<file path="config.mk">
export PLATFORM = sky130hd
export DESIGN_NAME = decode_stage
export DESIGN_NICKNAME = d
export VERILOG_FILES = /design/src/rtl/decode_stage.sv
export SDC_FILE = /design/constraint.sdc
export NUM_CORES = 1
export LEC_CHECK = 0
export ABC_AREA = 1
export BUFFER_PORTS_ARGS = -buffer_cell sky130_fd_sc_hd__clkbuf_2
export CORE_MARGIN = 2
export CORE_UTILIZATION = 61
export CTS_CLUSTER_SIZE = 40
export DETAILED_ROUTE_END_ITERATION = 10
export GPL_TIMING_DRIVEN = 0
export PLACE_DENSITY = 0.91
export RECOVER_POWER = 50
export SETUP_SLACK_MARGIN = 0.5
export SYNTH_ARGS = -nofsm -noshare
export SYNTH_HDL_FRONTEND = slang
export SYNTH_SLANG_ARGS = --single-unit
</file>
<file path="constraint.sdc">
create_clock -name clk -period 11.1 [get_ports clk]
set_input_delay 2.22 -clock clk [delete_from_list [all_inputs] [get_ports clk]]
set_output_delay 2.22 -clock clk [all_outputs]
set_load 0.03 [all_outputs]
</file>
<file path="src/rtl/decode_stage.sv">
// RV32I decode stage: combinational decode of all base formats into a small
// decoded-entry FIFO with valid/ready handshakes, flush and back-pressure.
// Optional feature macro: DECODE_MEXT_EN (accept M-extension OP encodings).
module decode_stage #(
    parameter int XLEN  = 32,
    parameter int DEPTH = 2
) (
    input  logic            clk,
    input  logic            rst,
    input  logic            flush,
    input  logic            in_valid,
    output logic            in_ready,
    input  logic [31:0]     in_instr,
    output logic            out_valid,
    input  logic            out_ready,
    output logic [4:0]      out_rs1,
    output logic [4:0]      out_rs2,
    output logic [4:0]      out_rd,
    output logic            out_rd_we,
    output logic [2:0]      out_funct3,
    output logic            out_alt,
    output logic [XLEN-1:0] out_imm,
    output logic [3:0]      out_class,
    output logic            out_illegal,
    output logic            out_mext
);
    localparam int PTR_W   = (DEPTH > 1) ? $clog2(DEPTH) : 1;
    localparam int CNT_W   = PTR_W + 1;
    localparam int ENTRY_W = XLEN + 26;

    localparam logic [6:0] OPC_LOAD   = 7'b0000011;
    localparam logic [6:0] OPC_OPIMM  = 7'b0010011;
    localparam logic [6:0] OPC_STORE  = 7'b0100011;
    localparam logic [6:0] OPC_OP     = 7'b0110011;
    localparam logic [6:0] OPC_BRANCH = 7'b1100011;
    localparam logic [6:0] OPC_LUI    = 7'b0110111;
    localparam logic [6:0] OPC_AUIPC  = 7'b0010111;
    localparam logic [6:0] OPC_JAL    = 7'b1101111;
    localparam logic [6:0] OPC_JALR   = 7'b1100111;
    localparam logic [6:0] OPC_FENCE  = 7'b0001111;
    localparam logic [6:0] OPC_SYSTEM = 7'b1110011;

    localparam logic [6:0] F7_BASE = 7'b0000000;
    localparam logic [6:0] F7_ALT  = 7'b0100000;
    localparam logic [6:0] F7_MEXT = 7'b0000001;

    // ------------------------------------------------------------ decode
    logic [6:0]  opcode;
    logic [2:0]  f3;
    logic [6:0]  f7;
    logic [31:0] imm_i, imm_s, imm_b, imm_u, imm_j;

    assign opcode = in_instr[6:0];
    assign f3     = in_instr[14:12];
    assign f7     = in_instr[31:25];
    assign imm_i  = {{20{in_instr[31]}}, in_instr[31:20]};
    assign imm_s  = {{20{in_instr[31]}}, in_instr[31:25], in_instr[11:7]};
    assign imm_b  = {{20{in_instr[31]}}, in_instr[7], in_instr[30:25], in_instr[11:8], 1'b0};
    assign imm_u  = {in_instr[31:12], 12'b0};
    assign imm_j  = {{12{in_instr[31]}}, in_instr[19:12], in_instr[20], in_instr[30:21], 1'b0};

    logic        use_rs1, use_rs2, use_rd, use_f3;
    logic        dec_illegal, dec_alt, dec_mext, dec_rd_we;
    logic [3:0]  dec_class;
    logic [31:0] imm32;
    logic [4:0]  dec_rs1, dec_rs2, dec_rd;
    logic [2:0]  dec_funct3;
    logic [XLEN-1:0] dec_imm;

    always_comb begin
        use_rs1     = 1'b0;
        use_rs2     = 1'b0;
        use_rd      = 1'b0;
        use_f3      = 1'b0;
        dec_illegal = 1'b1;
        dec_alt     = 1'b0;
        dec_mext    = 1'b0;
        dec_class   = 4'd15;
        imm32       = 32'd0;
        if (in_instr[1:0] == 2'b11) begin
            case (opcode)
                OPC_LOAD: if (f3 != 3'd3 && f3 != 3'd6 && f3 != 3'd7) begin
                    dec_illegal = 1'b0; dec_class = 4'd0; imm32 = imm_i;
                    use_rs1 = 1'b1; use_rd = 1'b1; use_f3 = 1'b1;
                end
                OPC_OPIMM: if ((f3 == 3'b001) ? (f7 == F7_BASE) :
                               (f3 == 3'b101) ? (f7 == F7_BASE || f7 == F7_ALT) : 1'b1) begin
                    dec_illegal = 1'b0; dec_class = 4'd1; imm32 = imm_i;
                    use_rs1 = 1'b1; use_rd = 1'b1; use_f3 = 1'b1;
                    dec_alt = (f3 == 3'b101) ? in_instr[30] : 1'b0;
                end
                OPC_STORE: if (f3 <= 3'd2) begin
                    dec_illegal = 1'b0; dec_class = 4'd2; imm32 = imm_s;
                    use_rs1 = 1'b1; use_rs2 = 1'b1; use_f3 = 1'b1;
                end
                OPC_OP: begin
                    if (f7 == F7_BASE || (f7 == F7_ALT && (f3 == 3'b000 || f3 == 3'b101))) begin
                        dec_illegal = 1'b0; dec_class = 4'd3; dec_alt = in_instr[30];
                        use_rs1 = 1'b1; use_rs2 = 1'b1; use_rd = 1'b1; use_f3 = 1'b1;
                    end
`ifdef DECODE_MEXT_EN
                    else if (f7 == F7_MEXT) begin
                        dec_illegal = 1'b0; dec_class = 4'd3; dec_mext = 1'b1;
                        use_rs1 = 1'b1; use_rs2 = 1'b1; use_rd = 1'b1; use_f3 = 1'b1;
                    end
`else
                    else if (f7 == F7_MEXT) begin
                        dec_illegal = 1'b1;
                    end
`endif
                end
                OPC_BRANCH: if (f3 != 3'd2 && f3 != 3'd3) begin
                    dec_illegal = 1'b0; dec_class = 4'd4; imm32 = imm_b;
                    use_rs1 = 1'b1; use_rs2 = 1'b1; use_f3 = 1'b1;
                end
                OPC_LUI: begin
                    dec_illegal = 1'b0; dec_class = 4'd5; imm32 = imm_u; use_rd = 1'b1;
                end
                OPC_AUIPC: begin
                    dec_illegal = 1'b0; dec_class = 4'd6; imm32 = imm_u; use_rd = 1'b1;
                end
                OPC_JAL: begin
                    dec_illegal = 1'b0; dec_class = 4'd7; imm32 = imm_j; use_rd = 1'b1;
                end
                OPC_JALR: if (f3 == 3'd0) begin
                    dec_illegal = 1'b0; dec_class = 4'd8; imm32 = imm_i;
                    use_rs1 = 1'b1; use_rd = 1'b1; use_f3 = 1'b1;
                end
                OPC_FENCE: begin
                    dec_illegal = 1'b0; dec_class = 4'd9; imm32 = imm_i;
                    use_rs1 = 1'b1; use_rd = 1'b1; use_f3 = 1'b1;
                end
                OPC_SYSTEM: begin
                    dec_illegal = 1'b0; dec_class = 4'd10; imm32 = imm_i;
                    use_rs1 = 1'b1; use_rd = 1'b1; use_f3 = 1'b1;
                end
                default: dec_illegal = 1'b1;
            endcase
        end
    end

    assign dec_rs1    = use_rs1 ? in_instr[19:15] : 5'd0;
    assign dec_rs2    = use_rs2 ? in_instr[24:20] : 5'd0;
    assign dec_rd     = use_rd  ? in_instr[11:7]  : 5'd0;
    assign dec_funct3 = use_f3  ? f3 : 3'd0;
    assign dec_rd_we  = (dec_rd != 5'd0);

    generate
        if (XLEN > 32) begin : g_imm_ext
            assign dec_imm = {{(XLEN-32){imm32[31]}}, imm32};
        end else begin : g_imm_eq
            assign dec_imm = imm32[XLEN-1:0];
        end
    endgenerate

    logic [ENTRY_W-1:0] dec_entry;
    assign dec_entry = {dec_mext, dec_illegal, dec_class, dec_imm, dec_alt,
                        dec_funct3, dec_rd_we, dec_rd, dec_rs2, dec_rs1};

    // ------------------------------------------------------------ FIFO
    logic [ENTRY_W-1:0] mem_q [DEPTH];
    logic [PTR_W-1:0]   wr_ptr_q, wr_ptr_d, rd_ptr_q, rd_ptr_d;
    logic [CNT_W-1:0]   count_q, count_d;
    logic               push, pop, empty;

    assign empty     = (count_q == '0);
    assign in_ready  = (count_q != CNT_W'(DEPTH));
    assign out_valid = !empty;
    assign push      = in_valid && in_ready && !flush;
    assign pop       = out_valid && out_ready;

    always_comb begin
        wr_ptr_d = wr_ptr_q;
        rd_ptr_d = rd_ptr_q;
        count_d  = count_q;
        if (flush) begin
            wr_ptr_d = '0;
            rd_ptr_d = '0;
            count_d  = '0;
        end else begin
            if (push) wr_ptr_d = wr_ptr_q + 1'b1;
            if (pop)  rd_ptr_d = rd_ptr_q + 1'b1;
            case ({push, pop})
                2'b10:   count_d = count_q + 1'b1;
                2'b01:   count_d = count_q - 1'b1;
                default: count_d = count_q;
            endcase
        end
    end

    always_ff @(posedge clk) begin
        if (rst) begin
            wr_ptr_q <= '0;
            rd_ptr_q <= '0;
            count_q  <= '0;
        end else begin
            wr_ptr_q <= wr_ptr_d;
            rd_ptr_q <= rd_ptr_d;
            count_q  <= count_d;
        end
    end

    always_ff @(posedge clk) begin
        if (push) mem_q[wr_ptr_q] <= dec_entry;
    end

    // Head is masked to zero while empty so consumers never see stale data.
    logic [ENTRY_W-1:0] head, head_masked;
    assign head = mem_q[rd_ptr_q];

    generate
        for (genvar gi = 0; gi < ENTRY_W; gi++) begin : g_mask
            assign head_masked[gi] = head[gi] & !empty;
        end
    endgenerate

    assign {out_mext, out_illegal, out_class, out_imm, out_alt,
            out_funct3, out_rd_we, out_rd, out_rs2, out_rs1} = head_masked;
endmodule

</file>
==> flow_metrics.tcl <==
set metrics [dict create \
    holdCritPathClass "register to register" \
    worst_pin_slew_ps 1670 \
    crit_buf_inv 3 \
    synth_nets 692 \
    synthDominantCellAreaShare 0.571 \
    cts_resized 0 \
    power_frac_comb 0.068 \
    tritoncts "built" \
    grt_max_degree 24 \
    hpwlAfterDp_mm 11.3 \
    drive_gt1_frac 0.191 \
    maxCapViolCount 2 \
    initial_core_util 0.622 \
    violations "max-capacitance violations, max-slew violations" \
    synth_most_common_cell "nand2_1" \
    clkSinkCount 119 \
    core_area_um2 9640 \
    ant_nets 0 \
    hold_buffers 0 \
    ff2ff_path_depth 6 \
    critPathKind "input pin to register" \
    dieArea_um2 10600 \
    final.hold.worst_slack_ps 478 \
    crit_slowest_cell "nor2_1" \
    track_usage 0.325 \
    post-cts-setup-buffers 0 \
    fin_nets 809 \
    p_switching_uw 256 \
    path_cells "clkbuf_2 -> nand3b_1 -> nor2_1 -> clkbuf_1 -> buf_16" \
    crit_start "flush" \
    synthCells 654 \
    fin_setup_tns_ps 0 \
    worstPathRequired_ps 11330 \
    yosysSeqAreaShare 0.587 \
    max_stage_delay_ps 1270 \
    maxSlewViolCount 39 \
    cts-root-buf "clkbuf_8" \
    clockBufferDepth 2 \
    outcome "finished, violations left" \
    grt_overflow 0 \
    p_leak_uw 0.00296 \
    numCtsBuffers 17 \
    synthTopCellsByArea "edfxtp_1 57%, nand2_1 12%, a21oi_1 7.1%, nor2_1 3.3%, nand3_1 3.2%" \
    insertion_delay_ps 530 \
    ir_drop_uv 123 \
    crit_fanout 22 \
    first_iter_violations 661 \
    end_kind "register" \
    hold_depth 1 \
    period_needed_ps 4810 \
    chipHeight_um 103 \
    die_x_um 103 \
    finalHoldViolations 0 \
    clock_power_share 0.472 \
    insertedDiodeCount 0 \
    synth_cell_types 36 \
    critPathTopFamily "simple AND/OR/NAND/NOR gates" \
    final-setup-viol-count 0 \
    p_int_uw 834 \
    path_clk_slew_ps 60 \
    wl_per_cell_um 18.7 \
    syn_to_final_growth_pct 20.1 \
    num_rows 36 \
    fmax_ghz 0.208 \
    p_seq_frac 0.460 \
    routed_wl_mm 17.1 \
    synth-warning-count 0 \
    antenna_found_initial 0 \
    portBuffers 94 \
    cellPowerDensity_nw_per_um2 151 \
    maxSlewHeadroom -0.119 \
    final_core_util 0.748 \
    vias_per_cell 6.10 \
    critPathLaunchType "input pin" \
    grt_pass1_vias 5184 \
    netlist_area_um2 6000 \
    switching_share 0.235 \
    rr_startpoint "count_q[0]$_SDFFE_PP0P_" \
    synthArstFlopShare 0 \
    yosys.area.top_type "edfxtp_1" \
    finalClockSkew_ps 7.93 \
    vias 5596 \
    synth-main-ff-cell "edfxtp_1" \
    synth_edf_count 114 \
    synth.ff_latch_count 119 \
    route.detailed.drc 0 \
    avgSynthCellArea_um2 9.17 \
    synthTopCellsByCount "188 x nand2_1, 114 x edfxtp_1, 85 x a21oi_1" \
    r2r-end "mem_q[0][24]$_DFFE_PP_" \
    cp.arrival_ps 5040 \
    gp_congestion 0.989 \
    htreeDepth 4 \
    rsz0062_at_grt "false" \
    drtPass1Iterations 7 \
    finalCritPeriodShare 0.433 \
    grt_pass1_wl_mm 25.5 \
    r2r_slack_ps 7580 \
    ioPinCount 97 \
    min-delay-start "rd_ptr_q$_SDFFE_PP0P_" \
]
## placed cells by master (no fill, tap or decap), drive strengths merged, types with 2 or more instances in the layout
master    Yosys  final
a21oi        88     88
bufinv        0      2
o31ai         9      9
nor2         61     61
nor3         14     14
o21ai         9      9
nand2       195    195
edfxtp      114    114
clkinvlp      0      5
inv          52     53
nand4         5      5
buf          21     19
o211ai        8      8
clkinv        1      6
dfxtp         5      5
a211oi       12     12
nand3        39     39
clkbuf       13    132
## cell families (layout without fill, tap and decap cells)
logic type	count (synthesis)	in the layout	synth area share
flip-flops	119	119	0.587
adder cells (fa/ha/maj)	1	1	0.00209
AO/OA/AOI/OAI	127	127	0.123
buffers and inverters	87	217	0.0594
other	1	1	0.000625
AND/OR/NAND/NOR	319	319	0.228
## worst max path at each step
stage / slack, ps / cells past startpoint / to
floorplan: 5760 / 2 / mem_q[1][0]$_DFFE_PP_
global placement: 4570 / 3 / mem_q[1][19]$_DFFE_PP_
detailed placement: 7050 / 5 / out_imm[0]
CTS: 6450 / 6 / out_imm[10]
global route: 6100 / 5 / mem_q[0][24]$_DFFE_PP_
finish: 6290 / 5 / mem_q[0][24]$_DFFE_PP_
## layer usage
| metal | routed length [um] | global-route usage |
|---|---|---|
| met3 | 1850 | 0.0780 |
| met4 | 819 | 0.163 |
| met1 | 6250 | 0.405 |
| met5 | 0 | 0 |
| met2 | 8190 | 0.533 |
## power groups by stage
| stage | sequential [uW] | combinational [uW] | clock [uW] |
|---|---|---|---|
| after detailed placement | 510 | 74.0 | 0 |
| after global routing | 502 | 79.5 | 533 |
| after CTS | 501 | 75.1 | 514 |
| after floorplan | 510 | 42.1 | 0 |
| after global placement | 511 | 67.2 | 0 |
| final | 501 | 74.3 | 514 |
## per-stage QoR
| step | cell area (um2) | std cells | power (uW) | setup slack, ps |
|---|---|---|---|---|
| after CTS | 7310 | 917 | 1090 | 6450 |
| after detailed placement | 6760 | 885 | 584 | 7050 |
| after global routing | 7210 | 917 | 1110 | 6100 |
| final | 7210 | 917 | 1090 | 6290 |
| after global placement | 6640 | 881 | 578 | 4570 |
| after floorplan | 6000 | 654 | 552 | 5760 |
## state kept, by name, summed over array words and instances (netlist names), named ones only
register  cells
wr_ptr_q      1
count_q       2
mem_q       114
rd_ptr_q      1
## cell type report
type                       instances  area, um2
sequential                       119       3520
fill                             660       2430
multi-input combinational        448       2090
timing repair buffer              98        531
clock buffer                      19        422
inverter                          53        199
tap                              133        166
buffer                            34        148
clock inverter                    13        131
Note: power is estimated with default switching activity, not from simulation.
